### config.mk
export PLATFORM = sky130hd
export DESIGN_NAME = irq_ctl
export DESIGN_NICKNAME = d
export VERILOG_FILES = /design/src/rtl/irq_ctl.sv
export SDC_FILE = /design/constraint.sdc
export NUM_CORES = 1
export LEC_CHECK = 0
export ABC_CLOCK_PERIOD_IN_PS = 1700
export CAP_MARGIN = 0
export CORE_MARGIN = 2
export CORE_UTILIZATION = 40
export CTS_CLUSTER_SIZE = 20
export DETAILED_ROUTE_END_ITERATION = 8
export PLACE_DENSITY = 0.77
export SYNTH_ARGS = -nofsm -noshare
export SYNTH_HDL_FRONTEND = slang
export SYNTH_SLANG_ARGS = --single-unit
### constraint.sdc
create_clock -name clk -period 1.7 [get_ports clk]
set_clock_uncertainty 0.15 [all_clocks]
set_input_delay 0.425 -clock clk [delete_from_list [all_inputs] [get_ports clk]]
set_output_delay 0.425 -clock clk [all_outputs]
set_load 0.02 [all_outputs]
### src/rtl/irq_ctl.sv
// irq_ctl: eight-source interrupt controller with a fixed-priority selector
// and an IDLE/REQ/SERV handshake toward the pipeline control FSM.
// src[0] has the highest priority.
//
// Build option:
//   IRQ_EDGE_EN  defined   -> edge mode. A rising src line sets its pend bit.
//                             The pend bit stays set until the request is taken.
//   IRQ_EDGE_EN  undefined -> level mode. pend follows the registered src lines.

module irq_ctl #(
  parameter logic [7:0] RESET_MASK = 8'h00
) (
  input  logic       clk,
  input  logic       rst,
  input  logic [7:0] src,
  input  logic       iack,
  input  logic       mask_we,
  input  logic [7:0] mask_wdata,
  output logic [7:0] mask,
  output logic [7:0] pend,
  output logic       irq,
  output logic [2:0] vec,
  output logic       in_service
);

  typedef enum logic [1:0] {
    IDLE = 2'd0,
    REQ  = 2'd1,
    SERV = 2'd2
  } state_t;

  state_t     state;
  logic [7:0] src_q;
  logic       iack_q;

  logic [7:0] eligible;
  logic       iack_rise;
  logic       iack_fall;
  logic [2:0] win_idx;
  logic [7:0] set_v;
  logic [7:0] clr_v;
  logic [7:0] pend_next;

  // Enabled pending sources and acknowledge edges seen against the registered iack
  always_comb begin
    eligible  = pend & mask;
    iack_rise = iack & ~iack_q;
    iack_fall = ~iack & iack_q;
  end

  // Lowest-index eligible source wins, so scan from the top down
  always_comb begin
    win_idx = 3'd0;
    for (int i = 7; i >= 0; i--) begin
      if (eligible[i]) win_idx = 3'(i);
    end
  end

`ifdef IRQ_EDGE_EN
  logic take;

  // Edge mode: a new rising edge sets pend; taking the request clears its bit
  always_comb begin
    take  = (state == REQ) && iack_rise;
    set_v = src & ~src_q;
    clr_v = take ? (8'h01 << vec) : 8'h00;
  end
`else
  // Level mode: pend simply tracks the registered source lines
  always_comb begin
    set_v = src_q;
    clr_v = ~src_q;
  end
`endif

  // A set in the same cycle as a clear leaves the bit set
  always_comb begin
    pend_next = set_v | (pend & ~clr_v);
  end

  // Single register stage on the raw inputs; all detection uses these copies
  always_ff @(posedge clk) begin
    if (!rst) begin
      src_q  <= 8'h00;
      iack_q <= 1'b0;
    end else begin
      src_q  <= src;
      iack_q <= iack;
    end
  end

  // Mask and pending registers; masking a source never clears its pend bit
  always_ff @(posedge clk) begin
    if (!rst) begin
      mask <= RESET_MASK;
      pend <= 8'h00;
    end else begin
      if (mask_we) mask <= mask_wdata;
      pend <= pend_next;
    end
  end

  // Request handshake FSM with registered irq, vec and in_service
  always_ff @(posedge clk) begin
    if (!rst) begin
      state      <= IDLE;
      vec        <= 3'd0;
      irq        <= 1'b0;
      in_service <= 1'b0;
    end else begin
      case (state)
        IDLE: begin
          if (|eligible) begin
            state <= REQ;
            vec   <= win_idx;
            irq   <= 1'b1;
          end
        end
        REQ: begin
          if (iack_rise) begin
            state      <= SERV;
            irq        <= 1'b0;
            in_service <= 1'b1;
          end else if (!eligible[vec]) begin
            state <= IDLE;
            irq   <= 1'b0;
          end
        end
        SERV: begin
          if (iack_fall) begin
            state      <= IDLE;
            in_service <= 1'b0;
          end
        end
        default: begin
          state      <= IDLE;
          irq        <= 1'b0;
          in_service <= 1'b0;
        end
      endcase
    end
  end

endmodule

==> results of run 1 <==
[metal layers]
layer,vias to the layer above,track usage,wire (um)
met5,-,0,0
met2,27,0.284,1300
li1,499,-,-
met1,458,0.198,1100
met3,5,0.0459,130
met4,0,0.0974,46
[cell type report]
class                   instances  area (sq um)
clock buffers                   6          41.3
clock inverters                 2          35.0
fillers                       236          1070
inverters                       2          7.51
multi-input cells              77           559
flip-flops and latches         32           646
well taps                      31          38.8
repair buffers                 47           428
[cell usage in the layout (no fill, tap or decap), types with 2 or more instances in the layout]
cell type,n
dfxtp_1,30
mux2i_1,8
nor2b_1,10
inv_1,2
clkbuf_4,5
clkbuf_2,5
nand2_1,12
dlygate4sd2_1,10
a22o_1,3
and2_1,18
a21oi_1,2
buf_4,6
nor2_1,3
clkdlybuf4s15_1,6
clkdlybuf4s50_1,19
mux4_2,2
o211a_1,2
[state kept, by name, indices dropped and copies added (netlist names)]
| name | cells |
|---|---|
| pend | 8 |
| irq | 1 |
| state | 2 |
| mask | 8 |
| iack_q | 1 |
| in_service | 1 |
| set_v | 8 |
| vec | 3 |
[what timing repair did]
action                                  4_1_cts  5_1_grt
buffers inserted                              0        1
endpoints found under the setup margin       21       12
gates resized for setup                      21       20
pin swaps                                     0        3
cloned                                        0        0
[final timing paths]
path,end,from,depth (start not counted),slack (ps)
hold reg to reg,pend[2]$_SDFF_PN0_,set_v[2]$_SDFF_PN0_,1,280
hold / removal,pend[2]$_SDFF_PN0_,set_v[2]$_SDFF_PN0_,1,280
setup / recovery,irq$_SDFFE_PN0P_,iack,5,50
setup reg to reg,irq$_SDFFE_PN0P_,mask[5]$_SDFFE_PN0P_,3,60
[cell families (layout without fill, tap and decap cells)]
group	Yosys count	in the layout	synth area share
AO/OA/AOI/OAI	19	19	0.134
flip-flops	32	32	0.527
multiplexers	10	10	0.103
buffers and inverters	6	57	0.0185
AND/OR/NAND/NOR	48	48	0.217
[where the power goes]
group | internal, mW | leakage, nW | total (mW) | switching [mW]
Combinational | 0.126 | 0.469 | 0.224 | 0.0979
Clock | 0.308 | 0.0422 | 0.548 | 0.239
Sequential | 0.790 | 0.265 | 0.823 | 0.0325
[worst reg2reg max path, cell delays in order (launching register included)]
cell,delay [ps]
dfxtp_1,360
a22o_1,250
o41a_1,490
o221a_1,280
[per-stage QoR]
| step | cells | hold WS (ps) | setup WS (ps) | util | TNS, ps |
|---|---|---|---|---|---|
| 5_1_grt | 197 | 309 | -5.63 | 0.621 | -5.63 |
| 6_report | 197 | 285 | 47.5 | 0.621 | 0 |
| 3_5_place_dp | 188 | 263 | -279 | 0.600 | -520 |
| 3_3_place_gp | 188 | 260 | -226 | 0.600 | -404 |
| 4_1_cts | 196 | 287 | 4.92 | 0.617 | 0 |
| 2_1_floorplan | 115 | 256 | 89.9 | - | 0 |
==> key figures, run 1 <==
GRT
  – Antenna violations before repair: 0
  – Vias in the first global route: 959
  – Total grt overflow: 0
  – Tot GR Track Use: 0.171
  – Largest net degree at the start of global routing: 14
  – First-pass GRT wire length: 4.30 mm

Setup path
  – Kind of critical path: input port to register
  – Bufs and invs on worst path: 1
  – Delay-heaviest family, CP: simple AND/OR/NAND/NOR gates
  – Slowest CP cell: clkdlybuf4s50_1
  – CP peak stage delay: 430 ps
  – Data arrival, critical path: 1770 ps
  – CP Max Fanout: 4
  – Crit. End Element: register
  – CP startpoint kind: input port
  – WP data required: 1820 ps
  – CP Cell Sequence: clkdlybuf4s50_1 -> nor2b_1 -> or4_1 -> o22ai_2 -> o221a_1

Floorplan
  – Die H: 59.1 um
  – Initial Util: 0.429
  – Die area: 3490 sq um
  – Width of the die: 59.1 um
  – Core footprint: 2830 sq um
  – Row Count: 19
  – I/O pin count: 41

Timing
  – F_max: 605 MHz
  – Minimum clock period after layout: 1650 ps
  – RSZ-0062 raised after global routing: true
  – Final Hold Fails: 0
  – Slew @ Worst Pin: 264 ps
  – Tcrit/Tclk final: 0.972
  – Relative slew slack: 0.824
  – Pins Over Slew Limit: 0
  – Final setup viols: 0

Route
  – Drt first pass iters: 4
  – DR DRC count: 0
  – Vias: 989
  – Number of routed nets with antenna violations: 0
  – Routed wire length: 2.58 mm
  – Vias/cell: 5.02
  – DRT iter0 DRCs: 25
  – Drt wl/cell: 13.1 um

Synthesis
  – Synth area leaders: dfxtp_1 (53%), and2_1 (9.3%), mux2i_1 (6.6%), nor2b_1 (5.1%), mux4_2 (3.7%)
  – Share of the synthesized area in the top cell type: 0.527
  – Mapped Area: 1210 sq um
  – Synth cell types: 29
  – Post-synth top area cell: dfxtp_1
  – Synth Warn #: 0
  – FFs w/ async S/R, synth: 0
  – Post-synth EDFFs: 0
  – Library cell with the highest instance count after synthesis: dfxtp_1
  – Synth Instances: 115
  – Register bit total from synthesis: 32
  – Syn Area/Cell: 10.6 sq um
  – Top FF cell, synth: dfxtp_1
  – Sequential area share after synthesis: 0.527
  – Top cells by count, synth: dfxtp_1 (32), and2_1 (18), nand2_1 (12)
  – Synthesized Nets: 135

Cells and area
  – Area delta synth->final: 44.5%
  – Nets: 185
  – Cell area after layout: 1760 sq um
  – Share of layout cells above drive strength 1: 0.151
  – Ant. Diodes: 0

Clock tree
  – Clock sinks: 32
  – Inserted Clock Buffers: 5
  – Root Driver: clkbuf_4
  – H-tree lvl count: 2
  – Clock Path Buffers: 2
  – CTS Hold Bufs: 0
  – CTS tree: yes
  – Reg clk slew, reported paths: 90 ps
  – Clk Latency, worst-skew pair: 320 ps

Placed design
  – Routability cong.: 0.859
  – Port Buf Inserts: 40
  – Dpl hpwl: 2.02 mm
  – Post-DP Area: 1700 sq um

Power and ir drop
  – Leakage Power: 0.776 nW
  – Peak supply drop: 0.000659 V
  – PD cells: 908 nW/um^2
  – Pwr Total: 1.59 mW

Min path
  – Hold Crit Class: register to register

Run status
  – Outcome: complete, no violations

Job
  – Maxcap violations: 0
No activity file was read; power rests on OpenSTA's default activity.
==> run 2, diff against run 1 <==
PLACE_DENSITY = unset   (was 0.77)
PLACE_DENSITY_LB_ADDON = 0.15   (was unset)
==> run 2 against run 1 <==
Compared with the run above: global-route usage fell by 0.78 points; sequential power about the same; power increased by 0.50%; clock power rose by 2%; largest cell class unchanged; register-to-register slack is essentially flat; critical endpoint unchanged; worst setup slack worse by 4.3 ps; critical path depth is the same; fmax down 0.26%; sequential share of layout area decreased by 0.076 points; combinational power decreased by 2%; critical path type unchanged.
==> key figures, run 2 (synthesized netlist as in run 1, its figures left out) <==
GRT
  – Global Route met3 Usage: 0.0590 (+0.0131)
  – Total grt overflow: 0 (unchanged)
  – Gr busiest metal: met2
  – GR met1 Demand/Resource: 0.183 (-0.0152)
  – Largest net degree at the start of global routing: 23 (+9)
  – Antenna violations before repair: 0 (unchanged)
  – Tot GR Track Use: 0.163 (-0.00776)
  – First-pass GRT wire length: 4.19 mm (-2.6%)
  – Vias in the first global route: 960 (+0.10%)
  – Grt met2 use: 0.276 (-0.00794)

Route
  – Drt first pass iters: 4 (unchanged)
  – Vias: 1,011 (+2.2%)
  – Drt wl/cell: 13.3 um (+1.5%)
  – DR DRC count: 0 (unchanged)
  – DRT iter0 DRCs: 32 (+28%)
  – Vias/cell: 5.18 (+3.3%)
  – Routed wire length: 2.59 mm (+0.50%)
  – Number of routed nets with antenna violations: 0 (unchanged)

Timing
  – Tcrit/Tclk final: 0.975 (+0.00252)
  – TNS Setup: 0 ps (unchanged)
  – Final setup viols: 0 (unchanged)
  – RSZ-0062 raised after global routing: false
  – Minimum clock period after layout: 1660 ps (+4.29 ps)
  – F_max: 604 MHz (-0.26%)
  – Relative slew slack: 0.847 (+0.0229)
  – Final worst slack: 43.2 ps (-4.29 ps)
  – Final Hold Fails: 0 (unchanged)
  – Slew @ Worst Pin: 230 ps (-34.0 ps)
  – Pins Over Slew Limit: 0 (unchanged)

Clock tree
  – CTS tree: yes
  – Inserted Clock Buffers: 5 (unchanged)
  – H-tree lvl count: 2 (unchanged)
  – Clk Latency, worst-skew pair: 320 ps (about the same)
  – Clock Path Buffers: 2 (unchanged)
  – CTS Hold Bufs: 0 (unchanged)
  – Clock sinks: 32 (unchanged)
  – Post-CTS setup buffers: 0 (unchanged)
  – Reg clk slew, reported paths: 90 ps (about the same)
  – Root Driver: clkbuf_4

Run status
  – Outcome: complete, no violations

Placed design
  – Dpl hpwl: 1.98 mm (-2.2%)
  – Pre-CTS WS: -286 ps (-6.74 ps)
  – Routability cong.: 0.923 (+7.4%)
  – Post-DP Area: 1690 sq um (-0.44%)
  – Port Buf Inserts: 40 (unchanged)

Floorplan
  – Die H: 59.1 um (unchanged)
  – I/O pin count: 41 (unchanged)
  – Initial Util: 0.429 (unchanged)
  – Core footprint: 2830 sq um (unchanged)
  – Row Count: 19 (unchanged)
  – Die area: 3490 sq um (unchanged)
  – Width of the die: 59.1 um (unchanged)

Cells and area
  – Cell area after layout: 1750 sq um (-0.57%)
  – Ant. Diodes: 0 (unchanged)
  – Fill cell count: 249 (+5.5%)
  – Nets: 183 (-1.1%)
  – Share of layout cells above drive strength 1: 0.116 (-0.0347)
  – Sequential Area: 641 sq um (-0.78%)
  – Area delta synth->final: 43.7%
  – Most common cell after layout, fill and taps aside: dfxtp_1
  – Most frequent cells in the layout: dfxtp_1 (32), clkdlybuf4s50_1 (19), and2_1 (18), nand2_1 (12), dlygate4sd2_1 (11)
  – Multi-input gate area: 556 sq um (-0.67%)

Power and ir drop
  – Switching Fraction: 0.237 (+0.00473)
  – PD cells: 918 nW/um^2 (+1.1%)
  – Internal: 1.22 mW (-0.12%)
  – Leakage Power: 0.764 nW (-1.5%)
  – Clock power frac: 0.349 (+0.005)
  – Logic pwr share: 0.137 (-0.003)
  – Sequential share of power: 0.514 (-0.002)
  – Peak supply drop: 0.000592 V (-10%)
  – Sw power: 0.379 mW (+2.5%)
  – Pwr Total: 1.60 mW (+0.50%)

Setup path
  – CP startpoint kind: input port
  – Kind of critical path: input port to register
  – Data arrival, critical path: 1780 ps (about the same)
  – CP Max Fanout: 4 (unchanged)
  – WP data required: 1820 ps (about the same)
  – Crit. End Element: register

Min path
  – Hold Crit Class: register to register

Job
  – Maxcap violations: 0 (unchanged)
-- run 2: cell count changes in the layout (fill, tap and decap cells not counted), moves of 2 or more --
cell             change
clkdlybuf4s15_1      +2
clkbuf_2             -3
dfxtp_1              +2
buf_4                -2
-- run 2: worst paths after layout --
| path | slack [ps] | start | depth (start not counted) | to |
|---|---|---|---|---|
| hold reg to reg | 280 | set_v[7]$_SDFF_PN0_ | 1 | pend[7]$_SDFF_PN0_ |
| setup / recovery | 40 | iack | 5 | irq$_SDFFE_PN0P_ |
| hold / removal | 280 | set_v[7]$_SDFF_PN0_ | 1 | pend[7]$_SDFF_PN0_ |
| setup reg to reg | 50 | pend[1]$_SDFF_PN0_ | 3 | irq$_SDFFE_PN0P_ |
-- run 2: layout make-up --
cell class / count / share of cell area
Sequential cell: 32 / 0.367
Multi-Input combinational cell: 77 / 0.318
Timing Repair Buffer: 45 / 0.244
Clock buffer: 6 / 0.0237
Tap cell: 31 / 0.0222
Clock inverter: 2 / 0.0201
Inverter: 2 / 0.00430
-- run 2: per-stage QoR --
stage                util  hold slack, ps  std cells
CTS                 0.615             286        195
finish              0.617             282        195
global route        0.617             298        195
global placement    0.597             258        187
floorplan               -             256        115
detailed placement  0.597             262        187
-- run 2: repair_timing --
action	4_1_cts	5_1_grt
pin swaps	0	0
gates resized for setup	21	13
endpoints found under the setup margin	21	11
-- run 2: critical path, cell delays in order --
cell and delay, ps:
clkdlybuf4s50_1 430, nor2b_1 170, or4_4 430, o22ai_2 130
o221a_1 190
-- run 2: power by group through the flow --
stage / clock, mW / sequential [mW] / combinational (mW)
after floorplan: 0 / 0.869 / 0.0793
after global placement: 0 / 0.841 / 0.233
after detailed placement: 0 / 0.843 / 0.239
after CTS: 0.572 / 0.824 / 0.220
after global routing: 0.611 / 0.831 / 0.238
final: 0.559 / 0.824 / 0.219
-- run 2: layer usage --
metal,vias up,routed length (um)
li1,497,-
met1,471,1110
met2,39,1300
met3,4,151
met4,0,29
met5,-,0
==> run 3, diff against run 2 <==
CORE_UTILIZATION = 44   (was 40)
GPL_TIMING_DRIVEN = 1   (was unset)
==> run 3 against run 2 <==
Compared with the run above: combinational power hardly changed; register-to-register slack hardly changed; clock-buffer cell count is 1 lower; critical path type unchanged.
==> key figures, run 3 (synthesized netlist as in run 1, its figures left out) <==
Run status
  – Outcome: complete, no violations

Clock tree
  – H-tree lvl count: 2 (unchanged)
  – CTS tree: yes
  – Inserted Clock Buffers: 5 (unchanged)
  – Clock sinks: 32 (unchanged)
  – Reg clk slew, reported paths: 90 ps (about the same)
  – Root Driver: clkbuf_4
  – CTS Hold Bufs: 0 (unchanged)
  – Clk Latency, worst-skew pair: 320 ps (about the same)
  – Post-CTS setup buffers: 0 (unchanged)
  – Clock Path Buffers: 2 (unchanged)

Placed design
  – Placed cells: 188 (+0.53%)
  – Port Buf Inserts: 40 (unchanged)
  – Post-DP Area: 1680 sq um (-0.30%)
  – Routability cong.: 0.974 (+5.5%)
  – Dpl hpwl: 1.96 mm (-0.85%)
  – Pre-CTS WS: -331 ps (-44.9 ps)

Route
  – DRT iter0 DRCs: 24 (-25%)
  – Number of routed nets with antenna violations: 0 (unchanged)
  – Drt first pass iters: 4 (unchanged)
  – Vias: 992 (-1.9%)
  – Vias/cell: 5.09 (-1.9%)
  – DR DRC count: 0 (unchanged)
  – Drt wl/cell: 12.8 um (-3.3%)
  – Routed wire length: 2.50 mm (-3.3%)

Floorplan
  – Die H: 56.5 um (-4.3%)
  – Width of the die: 56.5 um (-4.3%)
  – Core footprint: 2690 sq um (-5.0%)
  – Initial Util: 0.452 (+0.0228)
  – Die area: 3200 sq um (-8.5%)
  – I/O pin count: 41 (unchanged)
  – Row Count: 19 (unchanged)

Min path
  – Sink of the worst hold path: pend[2]$_SDFF_PN0_
  – Hold Path Depth: 1 (unchanged)
  – Worst Min Path Start: set_v[2]$_SDFF_PN0_
  – Hold Crit Class: register to register

Cells and area
  – Share of layout cells above drive strength 1: 0.146 (+0.0305)
  – Area delta synth->final: 41.0%
  – Multi-input gate area: 571 sq um (+2.7%)
  – Fill cell count: 229 (-8.0%)
  – Sequential Area: 641 sq um (unchanged)
  – Post-Layout Cell Count: 195 (unchanged)
  – Nets: 184 (+0.55%)
  – Util after Layout: 0.638 (+0.0207)
  – Ant. Diodes: 0 (unchanged)
  – Cell area after layout: 1710 sq um (-1.9%)
  – Most common cell after layout, fill and taps aside: dfxtp_1
  – Most frequent cells in the layout: dfxtp_1 (32), clkdlybuf4s50_1 (19), and2_1 (18), nand2_1 (12), dlygate4sd2_1 (12)

Timing
  – TNS Setup: 0 ps (unchanged)
  – Final Hold Fails: 0 (unchanged)
  – Pins Over Slew Limit: 0 (unchanged)
  – Final worst slack: 13.4 ps (-29.8 ps)
  – Minimum clock period after layout: 1690 ps (+29.8 ps)
  – Tcrit/Tclk final: 0.992 (+0.0175)
  – F_max: 593 MHz (-1.8%)
  – RSZ-0062 raised after global routing: false
  – Final setup viols: 0 (unchanged)
  – Slew @ Worst Pin: 315 ps (+85.6 ps)
  – Relative slew slack: 0.789 (-0.0574)
  – Hold WS: 284 ps (+1.84 ps)

Setup path
  – Crit Reg-Reg Startpoint: mask[5]$_SDFFE_PN0P_
  – Kind of critical path: input port to register
  – Worst Reg2Reg Path Length in Cells: 3 (unchanged)
  – Crit. End Element: register
  – Data arrival, critical path: 1810 ps (+30 ps)
  – Worst Setup SP: iack
  – CP startpoint kind: input port
  – Flop-to-flop setup slack: 60 ps (about the same)
  – WP data required: 1820 ps (about the same)
  – CP Max Fanout: 4 (unchanged)
  – FF-to-FF End: irq$_SDFFE_PN0P_

GRT
  – Total grt overflow: 0 (unchanged)
  – Antenna violations before repair: 0 (unchanged)
  – Tot GR Track Use: 0.172 (+0.00840)
  – Vias in the first global route: 959 (-0.10%)
  – First-pass GRT wire length: 4.20 mm (+0.17%)
  – Largest net degree at the start of global routing: 15 (-35%)

Power and ir drop
  – PD cells: 836 nW/um^2 (-8.9%)
  – Leakage Power: 0.755 nW (-1.1%)
  – Pwr Total: 1.43 mW (-11%)
  – Peak supply drop: 0.000804 V (+36%)

Job
  – Maxcap violations: 0 (unchanged)
## run 3: changes by cell type in the layout (fill, tap and decap cells not counted), sizes merged
cell / before / now
buf: 5 / 6
bufinv: 1 / 0
clkinvlp: 0 / 1
clkbuf: 8 / 10
clkdlybuf4s15: 8 / 4
dlygate4sd2: 11 / 12
## run 3: timing repair
item	CTS	global route
endpoints found under the setup margin	21	10
pin swaps	0	2
resized for setup	22	17
## run 3: metal layers
metal  track usage  vias up  wire [um]
met2         0.277       35       1200
met5             0        -          0
li1              -      502          -
met4        0.0748        0         26
met1         0.192      451       1090
met3        0.0806        4        188
## run 3: worst max path at each step
stage | end | slack, ps | depth (start not counted)
after floorplan | irq$_SDFFE_PN0P_ | 90 | 3
after global placement | irq$_SDFFE_PN0P_ | -230 | 5
after detailed placement | irq$_SDFFE_PN0P_ | -330 | 5
after CTS | mask[5] | 7 | 1
after global routing | mask[4] | 2 | 1
final | irq$_SDFFE_PN0P_ | 10 | 5
## run 3: layout make-up
cell class              count  area share
flip-flops and latches     32       0.374
multi-input cells          77       0.333
repair buffers             46       0.237
well taps                  31      0.0226
clock buffers               5      0.0219
clock inverters             2     0.00730
inverters                   2     0.00438
## run 3: worst max-delay path: stages
cell	delay (ps)
clkdlybuf4s50_1	440
nor2b_4	150
or4_4	440
o22ai_4	160
o221a_1	190
## run 3: power by group
group          switching, mW  total [mW]  leakage (nW)  internal, mW
combinational         0.0958       0.219         0.465         0.123
clock                  0.238       0.388        0.0271         0.150
sequential            0.0343       0.825         0.264         0.791
